**src/rtl/piso_pkg.sv**
```systemverilog
// Shared types and width helpers for the PISO transmit controller.
package piso_pkg;

  typedef enum logic [1:0] {
    IDLE  = 2'd0,
    SHIFT = 2'd1,
    GAP   = 2'd2
  } state_e;

  // Bit counter only has to reach WIDTH-1; never narrower than one bit.
  function automatic int bit_cnt_width(input int width);
    return (width <= 2) ? 1 : $clog2(width);
  endfunction

  // Gap counter has to reach GAP_CYCLES-1; kept at one bit when gaps are disabled.
  function automatic int gap_cnt_width(input int gap_cycles);
    return (gap_cycles < 1) ? 1 : $clog2(gap_cycles + 1);
  endfunction

endpackage

```
**src/rtl/piso_tx_ctrl_shreg.sv**
```systemverilog
// WIDTH-bit parallel-load shift register with zero fill; exposes the bit
// that goes out next on the serial line.
module piso_shreg #(
  parameter int WIDTH     = 4,
  parameter int MSB_FIRST = 1
) (
  input  logic             clk,
  input  logic             rst,
  input  logic             load,
  input  logic             shift_en,
  input  logic [WIDTH-1:0] din,
  output logic             head
);

  logic [WIDTH-1:0] data_q;
  logic [WIDTH-1:0] data_d;

  // Load has priority so a back-to-back reload on the last bit wins over the shift.
  always_comb begin
    data_d = data_q;
    if (load) begin
      data_d = din;
    end else if (shift_en) begin
      if (MSB_FIRST != 0) begin
        data_d = {data_q[WIDTH-2:0], 1'b0};
      end else begin
        data_d = {1'b0, data_q[WIDTH-1:1]};
      end
    end
  end

  // Register storage, cleared asynchronously.
  always_ff @(posedge clk or posedge rst) begin
    if (rst) begin
      data_q <= '0;
    end else begin
      data_q <= data_d;
    end
  end

  assign head = (MSB_FIRST != 0) ? data_q[WIDTH-1] : data_q[0];

endmodule

```
**src/rtl/piso_tx_ctrl.sv**
```systemverilog
// Frame controller for a PISO shift register: accepts words over
// valid/ready, shifts exactly WIDTH bits, then inserts an idle gap.
//
// state | meaning
// IDLE  | waiting for a word; din_ready high unless held or in reset
// SHIFT | one data bit per cycle on qout, frame high
// GAP   | forced idle cycles between frames, never accepts
module piso_tx_ctrl
  import piso_pkg::*;
#(
  parameter int WIDTH      = 4,
  parameter int MSB_FIRST  = 1,
  parameter int GAP_CYCLES = 1
) (
  input  logic             clk,
  input  logic             rst,
  input  logic [WIDTH-1:0] din,
  input  logic             din_valid,
  output logic             din_ready,
  input  logic             hold,
  output logic             qout,
  output logic             qbarout,
  output logic             frame,
  output logic             last,
  output logic             busy
);

  localparam int BCW = bit_cnt_width(WIDTH);
  localparam int GCW = gap_cnt_width(GAP_CYCLES);
  localparam logic [BCW-1:0] BIT_LAST = BCW'(WIDTH - 1);
  localparam logic [GCW-1:0] GAP_LAST = GCW'((GAP_CYCLES > 0) ? GAP_CYCLES - 1 : 0);
  localparam bit HAS_GAP = (GAP_CYCLES > 0);

  state_e         state_q, state_d;
  logic [BCW-1:0] bit_cnt_q, bit_cnt_d;
  logic [GCW-1:0] gap_cnt_q, gap_cnt_d;
  logic           load;
  logic           shift_en;
  logic           head;
  logic           at_last;
  logic           accept;

  piso_shreg #(
    .WIDTH    (WIDTH),
    .MSB_FIRST(MSB_FIRST)
  ) u_shreg (
    .clk     (clk),
    .rst     (rst),
    .load    (load),
    .shift_en(shift_en),
    .din     (din),
    .head    (head)
  );

  assign at_last = (bit_cnt_q == BIT_LAST);

  // Ready depends only on state, hold and reset so the source cannot form a loop through it.
  assign din_ready = !rst && !hold &&
                     ((state_q == IDLE) || ((state_q == SHIFT) && at_last && !HAS_GAP));
  assign accept    = din_valid && din_ready;

  // Next-state, counter and shift-register control; hold freezes everything.
  always_comb begin
    state_d   = state_q;
    bit_cnt_d = bit_cnt_q;
    gap_cnt_d = gap_cnt_q;
    load      = 1'b0;
    shift_en  = 1'b0;
    case (state_q)
      IDLE: begin
        if (accept) begin
          load      = 1'b1;
          bit_cnt_d = '0;
          state_d   = SHIFT;
        end
      end
      SHIFT: begin
        if (!hold) begin
          shift_en = 1'b1;
          if (at_last) begin
            bit_cnt_d = '0;
            if (HAS_GAP) begin
              gap_cnt_d = '0;
              state_d   = GAP;
            end else if (accept) begin
              load = 1'b1;
            end else begin
              state_d = IDLE;
            end
          end else begin
            bit_cnt_d = bit_cnt_q + BCW'(1);
          end
        end
      end
      GAP: begin
        if (!hold) begin
          if (gap_cnt_q == GAP_LAST) begin
            gap_cnt_d = '0;
            state_d   = IDLE;
          end else begin
            gap_cnt_d = gap_cnt_q + GCW'(1);
          end
        end
      end
      default: begin
        state_d = IDLE;
      end
    endcase
  end

  // State and counter registers, cleared asynchronously.
  always_ff @(posedge clk or posedge rst) begin
    if (rst) begin
      state_q   <= IDLE;
      bit_cnt_q <= '0;
      gap_cnt_q <= '0;
    end else begin
      state_q   <= state_d;
      bit_cnt_q <= bit_cnt_d;
      gap_cnt_q <= gap_cnt_d;
    end
  end

  // Serial outputs are decoded from registered state only, so reset clears them at once.
  assign qout    = (state_q == SHIFT) && head;
  assign qbarout = ~qout;
  assign frame   = (state_q == SHIFT);
  assign last    = (state_q == SHIFT) && at_last;
  assign busy    = (state_q != IDLE);

endmodule
```
**config.mk**
```make
export PLATFORM = sky130hd
export DESIGN_NAME = piso_tx_ctrl
export DESIGN_NICKNAME = d
export VERILOG_FILES = /design/src/rtl/piso_pkg.sv /design/src/rtl/piso_tx_ctrl_shreg.sv /design/src/rtl/piso_tx_ctrl.sv
export SDC_FILE = /design/constraint.sdc
export NUM_CORES = 1
export LEC_CHECK = 0
export BUFFER_PORTS_ARGS = -buffer_cell sky130_fd_sc_hd__buf_2
export CORE_AREA = 2 2 39 41
export CTS_BUF_LIST = sky130_fd_sc_hd__clkbuf_2
export CTS_CLUSTER_SIZE = 14
export DETAILED_ROUTE_END_ITERATION = 8
export DIE_AREA = 0 0 41 43
export GPL_TIMING_DRIVEN = 0
export PLACE_DENSITY = 0.67
export REMOVE_ABC_BUFFERS = 1
export SLEW_MARGIN = 20
export SYNTH_ARGS = -nofsm -noshare
export SYNTH_HDL_FRONTEND = slang
export SYNTH_SLANG_ARGS = --single-unit
export TNS_END_PERCENT = 100
```
**constraint.sdc**
```tcl
create_clock -name clk -period 1.6 [get_ports clk]
set_input_delay 0.32 -clock clk [delete_from_list [all_inputs] [get_ports clk]]
set_output_delay 0.32 -clock clk [all_outputs]
set_load 0.05 [all_outputs]
```
# Yosys cells after proc, flatten, opt, wreduce, memory -nomap -nowiden
# Index checks and enable logic that the tools add are counted.
[totals]
regBits = 9
output_inout_bits = 6
wordCells = 51
[classes]
addsub = 2
n_eq_ne = 8
muxes = 21
bitwise = 1
reduce_logical = 15
[op_table]
columns = ["cell", "n"]
rows = [
  ["$mux W2", 8],
  ["$mux W1", 8],
  ["$mux W4", 2],
  ["$ne A2 B2 Y1 const B", 4],
  ["$reduce_bool A2 Y1", 4],
  ["$pmux W2 S3", 1],
  ["$logic_and A1 B1 Y1", 5],
  ["$reduce_and A5 Y1", 1],
  ["$eq A2 B2 Y1 const B", 2],
  ["$pmux W2 S2", 1],
  ["$reduce_and A4 Y1", 1],
  ["$reduce_and A3 Y1", 1],
  ["$add A2 B1 Y2 const B", 1],
  ["$eq A2 B1 Y1 const B", 1],
  ["$logic_not A1 Y1", 2],
  ["$logic_not A2 Y1", 1],
  ["$ne A2 B1 Y1 const B", 1],
  ["$pmux W1 S2", 1],
  ["$add A1 B1 Y1 const B", 1],
  ["$not A1 Y1", 1],
]

# Logic depth before layout (Yosys ltp)
# Gate-level depths: netlist (run 1).
[depth]
depth_word = 7
ltp_mapped = 4
ltp_nobuf = 4

# By module
# From an unflattened synthesis (run 1), not the netlist that was laid out.
[unflattened]
cells_unflattened = 44
hier_area_um2 = 417.9
[modules_own_cells]
columns = ["mod", "instances", "cells_each", "area_each_um2"]
rows = [
  ["piso_tx_ctrl", 1, 27, 242.7],
  ["piso_shreg", 1, 17, 175.2],
]

# Worst setup path before layout (run 1)
# OpenSTA, ideal clock, no wires.
[synth_path]
path_kind = "reg2out"
startpoint = "register state_q[1]"
endpoint = "output port qout"
t_arrival_ns = 2.310
required_ns = 1.280
setup_slack_ns = -1.030
path_stages_with_launch = 4
cell_sequence = "dfrtp_1 nor2b_1 nand2_1 inv_1"
[synth_via]
elab_chain_cells = 2
[synth_rtl]
columns = ["element", "line_no", "text"]
rows = [
  ["from (decl)", "piso_tx_ctrl.sv:34", "state_e state_q, state_d;"],
  ["from (signal assigned)", "piso_tx_ctrl.sv:118", "state_q <= state_d;"],
  ["$eq A2 B1 Y1", "--", ""],
  ["named net frame", "piso_tx_ctrl.sv:23", "output logic frame,"],
  ["$logic_and A1 B1 Y1", "piso_tx_ctrl.sv:125", "assign qout = (state_q == SHIFT) && head;"],
  ["to (decl)", "piso_tx_ctrl.sv:21", "output logic qout,"],
]
# The timed path passes the listed nets, and every way through them passes these cells.

# Worst setup path after layout (run 1)
[layout_path]
startpoint = "register state_q[0]"
endpoint = "output port din_ready"
[layout_via]
elab_chain_cells = 2
[layout_rtl]
columns = ["element", "line_no", "text"]
rows = [
  ["$logic_not A2 Y1", "piso_tx_ctrl.sv:59", "((state_q == IDLE) || ((state_q == SHIFT) && at_last && !HAS_GAP));"],
  ["$logic_and A1 B1 Y1", "piso_tx_ctrl.sv:58", "assign din_ready = !rst && !hold &&"],
  ["to (decl)", "piso_tx_ctrl.sv:19", "output logic din_ready,"],
]
# Every way passes these cells.

==> results of run 1 <==
report_power, final:
part           total [mW]  internal (mW)  switching [mW]
clock               0.115         0.0511          0.0643
combinational       0.639          0.276           0.363
sequential          0.355          0.287          0.0683
total                1.11          0.614           0.495
state kept, by name, summed over array words and instances (netlist names):
signal / flops
u_shreg.data_q: 4
bit_cnt_q: 2
state_q: 2
through the flow:
step	worst slack, ps	hold WS, ps
2_1_floorplan	-1030	136
4_1_cts	3.59	47.4
3_5_place_dp	-4.21	314
3_3_place_gp	7.15	305
5_1_grt	10.7	58.5
6_report	71.2	59.9
layer usage:
| layer | track usage | wire length, um |
|---|---|---|
| met4 | 0.100 | 0 |
| met1 | 0.154 | 379 |
| met5 | 0 | 0 |
| met3 | 0.0471 | 57 |
| met2 | 0.144 | 364 |
worst reg2reg max path, delay by kind of cell, from the launching register on:
kind / cells / cell delay, ps
DFF: 1 / 470
muxes: 2 / 600
and+or+nand+nor: 1 / 290
placed cells by master, fill, tap and decap left out:
| cell type | Yosys | layout |
|---|---|---|
| buf_2 | 0 | 10 |
| buf_6 | 0 | 1 |
| buf_4 | 0 | 4 |
| nor2b_4 | 0 | 1 |
| nand2_4 | 1 | 1 |
| clkbuf_2 | 0 | 3 |
| nand2_1 | 4 | 4 |
| ha_1 | 1 | 1 |
| o22ai_1 | 1 | 1 |
| inv_1 | 4 | 4 |
| nor4_4 | 1 | 1 |
| a21oi_1 | 1 | 1 |
| a22o_1 | 2 | 2 |
| nor2b_1 | 3 | 2 |
| mux2_1 | 3 | 3 |
| dfrtp_2 | 0 | 2 |
| mux2_4 | 4 | 4 |
| or2_1 | 1 | 1 |
| o21ai_0 | 1 | 1 |
| nor2_1 | 1 | 1 |
| nor3b_4 | 1 | 1 |
| dfrtp_1 | 8 | 6 |
Yosys cell counts:
master,n,area (um2)
nand2_1,4,15.0
nor2_1,1,3.75
o22ai_1,1,6.26
nor3b_4,1,18.8
mux2_4,4,60.1
nand2_4,1,11.3
dfrtp_1,8,200
nor2b_1,3,18.8
ha_1,1,12.5
o21ai_0,1,5.00
a22o_1,2,17.5
a21oi_1,1,5.00
or2_1,1,6.26
nor4_4,1,21.3
inv_1,4,15.0
mux2_1,3,33.8
cells by family (layout without fill, tap and decap cells):
| group | Yosys count | after routing | share of synthesized area |
|---|---|---|---|
| flops | 8 | 8 | 0.444 |
| simple gates | 12 | 12 | 0.211 |
| compound gates | 5 | 5 | 0.0750 |
| mux | 7 | 7 | 0.208 |
| fa+ha+maj | 1 | 1 | 0.0278 |
| buf+inv | 4 | 22 | 0.0333 |
path summary, 6_finish.rpt:
path	end
max	din_ready
min	u_shreg.data_q[2]$_DFFE_PP0P_
max reg2reg	u_shreg.data_q[1]$_DFFE_PP0P_
min reg2reg	bit_cnt_q[0]$_DFFE_PP0P_
max in group asynchronous	state_q[0]$_DFFE_PP0P_
min in group clk	u_shreg.data_q[2]$_DFFE_PP0P_
final cells by class:
class                           instances  area [um2]
Fill cell                             136         797
Multi-Input combinational cell         25         243
Sequential cell                         8         203
Timing Repair Buffer                   15        91.3
Tap cell                               16        20.0
Clock buffer                            3        15.0
Inverter                                4        15.0
what timing repair did:
item	4_1_cts	5_1_grt
buffers inserted	2	0
endpoints found under the setup margin	8	5
pin swaps	2	0
gates resized for setup	5	3
==> impl_metrics.json, run 1 <==
{
  "relSlewSlack": 0.796,
  "worstSetupPathType": "register to primary output",
  "io-pin-count": 14,
  "critical_path.startpoint_type": "register",
  "hold_buffers": 0,
  "power_mw": 1.11,
  "synth_seq_cells": 8,
  "via_count": 322,
  "cts.sinks": 8,
  "crit_fanout": 5,
  "fp-row-count": 14,
  "path_buf_inv": 1,
  "drt_iter0_markers": 3,
  "cts_buffer_depth": 2,
  "dr.pass1.iters": 2,
  "viasPerCell": 4.54,
  "dp_hpwl_um": 585,
  "power_leakage_nw": 0.319,
  "die_area_um2": 1760,
  "post-route-util": 0.424,
  "place_inst": 66,
  "fmax_mhz": 654,
  "syn2layout_area_growth_pct": 30.3,
  "rr_worst_depth": 3,
  "drc": 0,
  "netlist_area_um2": 450,
  "finalClockSkew_ps": 4.34,
  "place_congestion": 0.630,
  "arrival_ps": 1210,
  "clockRootBuffer": "clkbuf_2",
  "vdd_drop_max_uv": 681,
  "wl_per_cell_um": 11.3,
  "cts_buffers": 3,
  "crit_cells": 2,
  "tns_ps": 0,
  "portBuffers": 13,
  "wl_um": 801,
  "yosys.cell_types.count": 16,
  "cts.clk_slew.worst_paths_ps": 70,
  "slew_viol_final": 0,
  "initial_core_util": 0.325,
  "worstPathCellList": "nor4_4 -> buf_6",
  "max_cap_viol_count": 0,
  "dieWidth_um": 41,
  "power.density_nw_per_um2": 1890,
  "grt_max_degree": 9,
  "outcome": "finished, final reports clean",
  "grtUsageTotal": 0.118,
  "fin_nets": 66,
  "core_area_um2": 1380,
  "diodes": 0,
  "h-tree-depth": 1,
  "stdcell_count": 71,
  "yosysSeqAreaShare": 0.444,
  "holdCritPathClass": "primary input to asynchronous set/reset pin",
  "endpoint_kind": "primary output",
  "post_dp_cell_area_um2": 536,
  "grt_pass1_wl_um": 1320,
  "grt_pass1_vias": 319,
  "crit_path_start": "state_q[0]$_DFFE_PP0P_",
  "worst_pin_slew_ps": 306,
  "finalCritPeriodShare": 0.955,
  "crit_family": "flip-flops",
  "finalHoldViolCount": 0,
  "cts_tree": "yes",
  "stdcell_area_um2": 587,
  "die_h_um": 43,
  "avgSynthCellArea_um2": 12.2,
  "rsz0062_at_grt": "false",
  "netlist_instances": 37,
  "max_stage_delay_ps": 450,
  "setup_violations": 0,
  "required_ps": 1280,
  "gr-total-overflow": 0,
  "drtAntennaViolNets": 0,
  "drive_gt1_frac": 0.509,
  "synth-warning-count": 0,
  "antenna_found_initial": 0,
  "r2r_start": "state_q[1]$_DFFE_PP0P_",
  "slowest_stage": "dfrtp_2",
  "r2r_slack_ps": 120,
  "clkLatencyLatePin_ps": 230,
  "fin_crit_ps": 1530
}
No activity file was read; power rests on OpenSTA's default activity.
==> run 2: changes to the inputs <==
PLACE_DENSITY = 0.64   (was 0.67)
==> run 2 against run 1 <==
  * Wire length down 0.50%
  * Combinational power about the same
  * Hold slack worse by 9.8 ps
  * Largest cell class unchanged
  * Via count up 2.8%
  * Largest power group unchanged
  * Clock power about the same
  * Utilization unchanged
  * Total power down 0.20%
  * Global-route usage up 0.51 points
==> impl_metrics.json, run 2 (same netlist as run 1, synthesis figures left out) <==
{
  "outcome": "finished, final reports clean",
  "worst_pin_slew_ps": 302,
  "p_switching_mw": 0.492,
  "endpoint_kind": "primary output",
  "crit_fanout": 5,
  "gr-total-overflow": 0,
  "critical_path.startpoint_type": "register",
  "cts.clk_slew.worst_paths_ps": 80,
  "max_cap_viol_count": 0,
  "post_dp_cell_area_um2": 536,
  "p_int_mw": 0.615,
  "final_common_cell": "buf_2",
  "use_met2": 0.159,
  "die_area_um2": 1760,
  "power.density_nw_per_um2": 1890,
  "dp_hpwl_um": 588,
  "largest_reg_flops": 4,
  "grt_pass1_vias": 326,
  "core_area_um2": 1380,
  "grt_pass1_wl_um": 1360,
  "r2r_end": "u_shreg.data_q[1]$_DFFE_PP0P_",
  "io-pin-count": 14,
  "tns_ps": 0,
  "setup_violations": 0,
  "holdCritPathClass": "primary input to asynchronous set/reset pin",
  "fmax_mhz": 668,
  "rr_worst_depth": 3,
  "grt_max_degree": 9,
  "h-tree-depth": 1,
  "r2r_slack_ps": 100,
  "final_cell_mix": "buf_2 (10), dfrtp_1 (6)",
  "regMostFlops": "u_shreg.data_q",
  "die_h_um": 43,
  "grt_util_met1": 0.154,
  "power_switching_share": 0.444,
  "relSlewSlack": 0.798,
  "antenna_found_initial": 0,
  "stdcell_area_um2": 587,
  "vdd_drop_max_uv": 677,
  "drt_iter0_markers": 1,
  "place_congestion": 0.630,
  "fin_nets": 66,
  "via_count": 331,
  "required_ps": 1280,
  "fp-row-count": 14,
  "portBuffers": 13,
  "clkLatencyLatePin_ps": 230,
  "seqPwrFrac": 0.316,
  "cts_buffer_depth": 2,
  "fin_crit_ps": 1500,
  "worstSetupPathType": "register to primary output",
  "dr.pass1.iters": 4,
  "grtUsageTotal": 0.123,
  "use_met3": 0.0471,
  "viasPerCell": 4.66,
  "power_mw": 1.11,
  "diodes": 0,
  "dieWidth_um": 41,
  "r2r_start": "state_q[1]$_DFFE_PP0P_",
  "drive_gt1_frac": 0.509,
  "power_leakage_nw": 0.319,
  "clockRootBuffer": "clkbuf_2",
  "drtAntennaViolNets": 0,
  "finalHoldViolCount": 0,
  "cts.sinks": 8,
  "rsz0062_at_grt": "false",
  "wl_um": 797,
  "wl_per_cell_um": 11.2,
  "top_usage_layer": "met2",
  "drc": 0,
  "reg_top3": "u_shreg.data_q x4, bit_cnt_q x2, state_q x2",
  "finalCritPeriodShare": 0.936,
  "syn2layout_area_growth_pct": 30.3,
  "slew_viol_final": 0,
  "cts_buffers": 3,
  "cts_tree": "yes",
  "finalClockSkew_ps": 3.33,
  "initial_core_util": 0.325,
  "p_comb_frac": 0.578,
  "hold_buffers": 0,
  "clkPwrFrac": 0.106,
  "arrival_ps": 1180
}
[run 2: final cells by class]
class	instances	area, um2
repair buffers	15	91.3
clock buffers	3	15.0
fillers	148	797
multi-input cells	25	243
inverters	4	15.0
well taps	16	20.0
flip-flops and latches	8	203
[run 2: power by group through the flow]
stage                     Clock, mW  Combinational (mW)  Sequential, mW
after floorplan                   0               0.494           0.335
after global placement            0               0.585           0.345
after detailed placement          0               0.598           0.348
after CTS                     0.122               0.637           0.345
after global routing          0.138               0.689           0.365
final                         0.117               0.640           0.350
[run 2: metrics by stage]
step | std cells | utilization | hold slack (ps) | setup WS, ps
floorplan | 37 | - | 136 | -1030
global placement | 66 | 0.387 | 306 | 6.65
detailed placement | 66 | 0.387 | 309 | -18.6
CTS | 71 | 0.419 | 48.3 | 32.9
global route | 71 | 0.424 | 40.0 | 18.9
finish | 71 | 0.424 | 50.1 | 103
[run 2: repair_timing]
action                                  in CTS  in global routing
resized for setup                            5                  3
pin swaps                                    2                  0
gates cloned                                 0                  0
endpoints found under the setup margin       8                  4
setup buffers                                2                  0
[run 2: routing by layer]
metal / wire length [um] / part of all wire
met3: 61 / 0.077
met4: 0 / 0
met2: 383 / 0.48
met5: 0 / 0
met1: 352 / 0.44
[run 2: worst max-delay path, stage by stage (launching register included)]
cell     delay, ps
dfrtp_2        440
nor4_4         310
buf_6          200
[run 2: worst max-delay path by stage]
stage | startpoint | endpoint | slack (ps) | cells after the start
floorplan | state_q[1]$_DFFE_PP0P_ | qout | -1030 | 3
global placement | state_q[1]$_DFFE_PP0P_ | u_shreg.data_q[2]$_DFFE_PP0P_ | 7 | 3
detailed placement | state_q[1]$_DFFE_PP0P_ | u_shreg.data_q[1]$_DFFE_PP0P_ | -20 | 3
CTS | state_q[1]$_DFFE_PP0P_ | last | 30 | 4
global route | state_q[0]$_DFFE_PP0P_ | din_ready | 20 | 2
finish | state_q[0]$_DFFE_PP0P_ | din_ready | 100 | 2
==> run 3: changes to the inputs <==
CTS_BUF_LIST = sky130_fd_sc_hd__clkbuf_8   (was sky130_fd_sc_hd__clkbuf_2)
==> run 3 against run 2 <==
  * Global-route usage decreased by 0.71 points
  * Hold slack improved by 12 ps
  * Largest power group unchanged
  * Total power increased by 11%
  * Die area unchanged
  * Clock power increased by 110%
  * Highest routed layer is now met4
==> impl_metrics.json, run 3 (same netlist as run 1, synthesis figures left out) <==
{
  "outcome": "finished, final reports clean",
  "final.setup.worst_slack_ps": 72.0,
  "fillCellCount": 146,
  "fmax_mhz": 654,
  "max_cap_viol_count": 0,
  "die_area_um2": 1760,
  "holdCritPathClass": "primary input to asynchronous set/reset pin",
  "portBuffers": 13,
  "finalCritPeriodShare": 0.955,
  "finalClockSkew_ps": 1.13,
  "clockRootBuffer": "clkbuf_8",
  "reg_top3": "u_shreg.data_q x4, bit_cnt_q x2, state_q x2",
  "cts_tree": "yes",
  "slowest_stage": "dfrtp_1",
  "final_common_cell": "buf_2",
  "drive_gt1_frac": 0.473,
  "regMostFlops": "u_shreg.data_q",
  "r2r_end": "u_shreg.data_q[1]$_DFFE_PP0P_",
  "antenna_found_initial": 0,
  "place_congestion": 0.630,
  "worstPathCellList": "nor3b_4 -> mux2_1 -> mux2_4",
  "syn2layout_area_growth_pct": 35.6,
  "arrival_ps": 1640,
  "power.density_nw_per_um2": 2020,
  "slew_viol_final": 0,
  "wl_um": 806,
  "r2r_start": "state_q[1]$_DFFE_PP0P_",
  "endpoint_kind": "register",
  "drt_iter0_markers": 0,
  "gr-total-overflow": 0,
  "die_h_um": 43,
  "wl_per_cell_um": 11.4,
  "via_count": 332,
  "worstSetupPathType": "register to register",
  "clkLatencyLatePin_ps": 230,
  "cts_buffer_depth": 2,
  "worst_pin_slew_ps": 318,
  "tns_ps": 0,
  "max_stage_delay_ps": 480,
  "critical_path.startpoint_type": "register",
  "cts_buffers": 3,
  "drtAntennaViolNets": 0,
  "crit_fanout": 5,
  "vdd_drop_max_uv": 605,
  "grt_max_degree": 9,
  "r2r_slack_ps": 70,
  "dp_hpwl_um": 588,
  "drc": 0,
  "viasPerCell": 4.68,
  "cts.sinks": 8,
  "core_area_um2": 1380,
  "rsz0062_at_grt": "true",
  "setup_violations": 0,
  "dr.pass1.iters": 1,
  "diodes": 0,
  "pre_cts_ws_ps": -18.6,
  "h-tree-depth": 1,
  "grt_pass1_vias": 318,
  "rr_worst_depth": 3,
  "dieWidth_um": 41,
  "fin_crit_ps": 1530,
  "grtUsageTotal": 0.116,
  "grt_pass1_wl_um": 1320,
  "hold_buffers": 0,
  "relSlewSlack": 0.788,
  "finalHoldViolCount": 0,
  "cts.clk_slew.worst_paths_ps": 40,
  "power_leakage_nw": 0.331,
  "fin_nets": 66,
  "initial_core_util": 0.325,
  "final_cell_mix": "buf_2 (10), dfrtp_1 (8)",
  "largest_reg_flops": 4,
  "required_ps": 1710,
  "fp-row-count": 14,
  "io-pin-count": 14
}
[run 3: cell counts in the layout (fill, tap and decap cells not counted)]
Identical to the previous run, type by type.
[run 3: layout make-up]
class / count / area (um2) / area share
tap: 16 / 20.0 / 0.0328
timing repair buffer: 15 / 91.3 / 0.150
clock buffer: 3 / 41.3 / 0.0676
multi-input combinational: 25 / 243 / 0.398
inverter: 4 / 15.0 / 0.0246
sequential: 8 / 200 / 0.328
[run 3: worst max-delay path by stage]
stage                                     to                    from  depth (start not counted)  slack [ps]
3_3_place_gp   u_shreg.data_q[2]$_DFFE_PP0P_  state_q[1]$_DFFE_PP0P_                          3           7
5_1_grt        u_shreg.data_q[1]$_DFFE_PP0P_  state_q[1]$_DFFE_PP0P_                          3          -4
2_1_floorplan                           qout  state_q[1]$_DFFE_PP0P_                          3       -1030
3_5_place_dp   u_shreg.data_q[1]$_DFFE_PP0P_  state_q[1]$_DFFE_PP0P_                          3         -20
4_1_cts                            din_ready  state_q[0]$_DFFE_PP0P_                          2          -7
6_report       u_shreg.data_q[1]$_DFFE_PP0P_  state_q[1]$_DFFE_PP0P_                          3          70
[run 3: per-layer routing]
metal | wire length, um | vias to the layer above | global-route usage
met5 | 0 | - | 0
met4 | 21 | 0 | 0.0800
met3 | 60 | 2 | 0.0314
met2 | 373 | 13 | 0.156
met1 | 349 | 152 | 0.154
li1 | - | 165 | -
[run 3: metrics by stage]
stage                     instances   util  cell area, um2  hold slack (ps)  power, mW
final                            71  0.441             611             62.6       1.23
after global routing             71  0.441             611             83.2       1.31
after CTS                        70  0.432             598             67.5       1.23
after detailed placement         66  0.387             536              309      0.947
after global placement           66  0.387             536              306      0.929
after floorplan                  37      -             450              136      0.829
[run 3: critical path, delay by kind of cell, from the launching register on]
family,cells,cell delay (ps)
simple gates,1,310
mux,2,620
flops,1,480
[run 3: repair_timing]
action,in CTS,in global routing
endpoints found under the setup margin,6,3
gates resized for setup,5,1
pin swaps,2,1
hold endpoints to repair,0,0
setup buffers,1,1
gates cloned,0,0
[run 3: where the power goes]
group	total (mW)	leakage, nW	switching [mW]	internal (mW)
combinational	0.641	0.206	0.364	0.277
clock	0.241	0.0216	0.0781	0.163
sequential	0.349	0.103	0.0638	0.285
